[src/rtl/goertzel_ctrl.sv]
// Goertzel filter-bank sequencer: fetches Cordic coefficients once per reset, then runs
// each block of NS samples through the shared bin datapath and a final-output pass.
module goertzel_ctrl #(
  parameter int unsigned NF = 11,
  parameter int unsigned NS = 256,
  parameter int unsigned DW = 16,
  localparam int unsigned BW = (NF > 1) ? $clog2(NF) : 1,
  localparam int unsigned CW = (NS > 1) ? $clog2(NS) : 1
) (
  input  logic          clk,
  input  logic          rstn,
  input  logic          start,
  output logic          busy,
  output logic          done,
  output logic          cordic_en,
  input  logic          cordic_vld,
  input  logic          s_valid,
  output logic          s_ready,
  input  logic [DW-1:0] s_data,
  output logic [DW-1:0] smp_o,
  output logic [BW-1:0] bin_idx,
  output logic          step_en,
  output logic          first_o,
  output logic          fin_en
);

  typedef enum logic [2:0] {StIdle, StCoef, StSamp, StIter, StFin, StDone} state_e;

  state_e          r_state;
  state_e          w_state_d;
  logic            r_coef_ok;
  logic [BW-1:0]   r_bin;
  logic [CW-1:0]   r_cnt;
  logic [DW-1:0]   r_smp;
  logic            w_bin_last;
  logic            w_cnt_last;

  assign w_bin_last = (r_bin == BW'(NF - 1));
  assign w_cnt_last = (r_cnt == CW'(NS - 1));
  assign bin_idx    = r_bin;
  assign smp_o      = r_smp;

  // Outputs decode from state only, so an async reset clears them immediately.
  always_comb begin
    w_state_d = r_state;
    busy      = 1'b0;
    done      = 1'b0;
    cordic_en = 1'b0;
    s_ready   = 1'b0;
    step_en   = 1'b0;
    first_o   = 1'b0;
    fin_en    = 1'b0;
    unique case (r_state)
      StIdle: begin
        if (start) w_state_d = r_coef_ok ? StSamp : StCoef;
      end
      StCoef: begin
        busy      = 1'b1;
        cordic_en = 1'b1;
        if (cordic_vld) w_state_d = StSamp;
      end
      StSamp: begin
        busy    = 1'b1;
        s_ready = 1'b1;
        if (s_valid) w_state_d = StIter;
      end
      StIter: begin
        busy    = 1'b1;
        step_en = 1'b1;
        first_o = (r_cnt == '0);
        if (w_bin_last) w_state_d = w_cnt_last ? StFin : StSamp;
      end
      StFin: begin
        busy   = 1'b1;
        fin_en = 1'b1;
        if (w_bin_last) w_state_d = StDone;
      end
      StDone: begin
        done      = 1'b1;
        w_state_d = StIdle;
      end
      default: w_state_d = StIdle;
    endcase
  end

  always_ff @(posedge clk or negedge rstn) begin
    if (!rstn) begin
      r_state   <= StIdle;
      r_coef_ok <= 1'b0;
      r_bin     <= '0;
      r_cnt     <= '0;
      r_smp     <= '0;
    end else begin
      r_state <= w_state_d;
      if (r_state == StCoef && cordic_vld) r_coef_ok <= 1'b1;
      case (r_state)
        StSamp: begin
          if (s_valid) begin
            r_smp <= s_data;
            r_bin <= '0;
          end
        end
        StIter: begin
          r_bin <= w_bin_last ? '0 : r_bin + 1'b1;
          // Counter parks at NS-1 through FIN and is cleared in DONE.
          if (w_bin_last && !w_cnt_last) r_cnt <= r_cnt + 1'b1;
        end
        StFin:   r_bin <= w_bin_last ? '0 : r_bin + 1'b1;
        StDone:  r_cnt <= '0;
        default: ;
      endcase
    end
  end

endmodule

[config.mk]
export PLATFORM = sky130hd
export DESIGN_NAME = goertzel_ctrl
export DESIGN_NICKNAME = d
export VERILOG_FILES = /design/src/rtl/goertzel_ctrl.sv
export SDC_FILE = /design/constraint.sdc
export NUM_CORES = 1
export LEC_CHECK = 0
export ABC_AREA = 1
export BUFFER_PORTS_ARGS = -buffer_cell sky130_fd_sc_hd__buf_2
export CAP_MARGIN = 5
export CORE_ASPECT_RATIO = 2
export CORE_UTILIZATION = 41
export DETAILED_ROUTE_END_ITERATION = 10
export PLACE_DENSITY = 0.76
export SLEW_MARGIN = 25
export SYNTH_ARGS = -nofsm -noshare
export SYNTH_HDL_FRONTEND = slang
export SYNTH_SLANG_ARGS = --single-unit
[constraint.sdc]
create_clock -name clk -period 4.05 [get_ports clk]
set_clock_uncertainty 0.05 [all_clocks]
set_input_delay 0.81 -clock clk [delete_from_list [all_inputs] [get_ports clk]]
set_output_delay 0.81 -clock clk [all_outputs]
set_load 0.005 [all_outputs]
==> results.sh <==
export IMPL_cts_setup_buffers=0
export IMPL_vias=1511
export IMPL_mostFrequentLayoutCells="nand2_1, buf_2, dfrtp_1"
export IMPL_port_buffers=47
export IMPL_swShare=0.3757
export IMPL_insertion_delay_ns=0.29
export IMPL_status="finished clean"
export IMPL_final_util=0.5244
export IMPL_cts_hold_fix_buffers=0
export IMPL_clock_path_buffers=2
export IMPL_worst_slew_pin_slew_ns=0.7241
export IMPL_combPwrFrac=0.368
export IMPL_cts_tree="built"
export IMPL_antenna_found_initial=0
export IMPL_nets=290
export IMPL_maxCapViolCount=0
export IMPL_rsz0062_at_grt="no"
export IMPL_cts_buffers=5
export IMPL_cp_depth=5
export IMPL_cts_root_buf="clkbuf_8"
export IMPL_core_area_mm2=0.003844
export IMPL_area_growth_syn_to_layout_pct=22.79
export IMPL_htreeDepth=2
export IMPL_tns_ns=0
export IMPL_power_frac_seq=0.418
export IMPL_seq_area_um2=800.8
export IMPL_clock_sinks=32
export IMPL_cpLargestDelayFamily="simple AND/OR/NAND/NOR gates"
export IMPL_path_cells="inv_1, nor2_1, nand2_1, inv_1, buf_2"
export IMPL_synth_net_count=239
export IMPL_critPathSlowestCell="dfrtp_1"
export IMPL_crit_path_start_kind="flip-flop"
export IMPL_die_h_um=91.49
export IMPL_critPathKind="reg -> out"
export IMPL_cts_resized_gates=0
export IMPL_min_period_over_period=0.5775
export IMPL_drt_initial_drc_count=40
export IMPL_placed_cells=309
export IMPL_synth_cell_types=20
export IMPL_fin_cells=317
export IMPL_critPathBufInv=3
export IMPL_start_util=0.4271
export IMPL_first_global_vias=1518
export IMPL_gp_congestion=0.8057
export IMPL_grt_use_total=0.1958
export IMPL_num_antenna_cells=0
export IMPL_drv_slew=0
export IMPL_power_leakage_nw=1.194
export IMPL_drive_above_1_share=0.2293
export IMPL_synth_seq_area_share=0.4878
export IMPL_worstPathRequired_ns=3.19
export IMPL_hpwl_um=2803
export IMPL_max_stage_delay_ns=0.41
export IMPL_route_detailed_drc=0
export IMPL_relSlewSlack=0.5173
export IMPL_grt_max_degree=33
export IMPL_syn_area_per_cell_um2=7.671
export IMPL_drt_first_pass_iters=4
export IMPL_wl_per_cell_um=11.50
export IMPL_path_max_fanout=17
export IMPL_dieArea_mm2=0.004276
export IMPL_finalSetupViolations=0
export IMPL_syn_area_mm2=0.001642
export IMPL_layout_commonest_cell="nand2_1"
export IMPL_multi_input_area_um2=728.2
export IMPL_nFillCells=400
export IMPL_period_minus_slack_ns=2.339
export IMPL_io_pins=48
export IMPL_die_x_um=46.74
export IMPL_worst_ep_arrival_time_ns=1.48
export IMPL_power_per_cell_area_mw_per_mm2=586.6
export IMPL_ant_nets=0
export IMPL_cpMostUsedCell="inv_1"
export IMPL_fmax_mhz=427.6
export IMPL_cts_clk_slew_worst_paths_ns=0.06
export IMPL_setup_worst_path_end_class="output pin"
export IMPL_synth_warnings=0
export IMPL_whs_path_depth=2
export IMPL_grt_overflow_total=0
export IMPL_via_per_inst=4.767
export IMPL_ys_ff_latch=32
export IMPL_switchingPower_uw=444.2
export IMPL_timing_hold_worst_class="reg -> reg"
export IMPL_reg2reg_depth=6
export IMPL_vdd_ir_drop_max_v=0.0003460
export IMPL_p_total_mw=1.182
export IMPL_internal_power_uw=738.2
export IMPL_p_clk_frac=0.214
export IMPL_totalWireLength_um=3647
export IMPL_hold_viol_final=0
export IMPL_row_count=32
export IMPL_grt_first_pass_wirelength_um=6134
export IMPL_holdWs_ns=0.4220
export IMPL_synth_cells=214
## kinds of logic after synthesis
kind of cell               count (synthesis)  share of synthesized area
buffers and inverters                     29                    0.06859
adders and majority gates                  4                    0.03049
xor gates and xnor gates                   5                    0.02668
AOI/OAI and AO/OA                          7                    0.02210
DFF                                       32                     0.4878
and+or+nand+nor                          137                     0.3643
## stage by stage
step / cell area (µm²) / setup slack (ns)
3_3_place_gp: 1926 / 2.071
6_report: 2016 / 1.711
4_1_cts: 2016 / 1.696
3_5_place_dp: 1926 / 2.014
2_1_floorplan: 1642 / 2.239
5_1_grt: 2016 / 1.513
## synth_stat cells
| library cell | n | area share |
|---|---|---|
| a21oi_1 | 1 | 0.0030 |
| o21ai_0 | 5 | 0.015 |
| xor2_1 | 3 | 0.016 |
| nand4_1 | 2 | 0.0076 |
| inv_1 | 22 | 0.050 |
| nor2_1 | 10 | 0.023 |
| nor4_1 | 1 | 0.0038 |
| nor2_4 | 2 | 0.014 |
| nand3_1 | 30 | 0.091 |
| nand3_2 | 1 | 0.0061 |
| buf_2 | 3 | 0.0091 |
| dfrtp_1 | 32 | 0.49 |
| ha_1 | 4 | 0.030 |
| o22ai_1 | 1 | 0.0038 |
| xnor2_1 | 2 | 0.011 |
| nand2_1 | 86 | 0.20 |
| nor2_2 | 1 | 0.0038 |
| inv_2 | 4 | 0.0091 |
| nor3b_1 | 1 | 0.0046 |
| nand3b_1 | 3 | 0.014 |
## cell type report
cell class / instances / area share
clock buffer: 8 / 0.04469
inverter: 26 / 0.04842
sequential: 32 / 0.3973
tap: 51 / 0.03166
multi-input combinational: 153 / 0.3613
timing repair buffer: 47 / 0.1167
## path summary, 6_finish.rpt
path,start,to,slack [ns]
max in group asynchronous,rstn,smp_o[6],2.95
worst min-delay path,smp_o[0],smp_o[0],0.42
worst min register to register,smp_o[0],smp_o[0],0.42
worst max register to register,r_state[2],bin_idx[3],2.35
worst max-delay path,r_state[0],done,1.71
min in group asynchronous,rstn,bin_idx[2],0.53
## worst min-delay path, delay by kind of cell (launching register included)
family | cells | cell delay (ns)
DFF | 1 | 0.34
and+or+nand+nor | 2 | 0.10
## flip-flops by register name, indices dropped and copies added (netlist names)
signal     cells
smp_o         16
r_cnt          8
bin_idx        4
r_state        3
r_coef_ok      1
## power groups by stage
stage	Sequential (mW)	Clock, mW	Combinational, mW
2_1_floorplan	0.498	0	0.255
3_3_place_gp	0.495	0	0.433
3_5_place_dp	0.495	0	0.444
4_1_cts	0.494	0.260	0.443
5_1_grt	0.507	0.276	0.505
6_report	0.495	0.253	0.435
## per-layer routing
layer / vias to the layer above / track usage / part of all wire
met2: 38 / 0.3565 / 0.57
met4: 0 / 0.1000 / 0.016
li1: 770 / - / -
met3: 7 / 0.02584 / 0.038
met1: 696 / 0.1953 / 0.37
met5: - / 0 / 0
No activity file was read; power rests on OpenSTA's default activity.
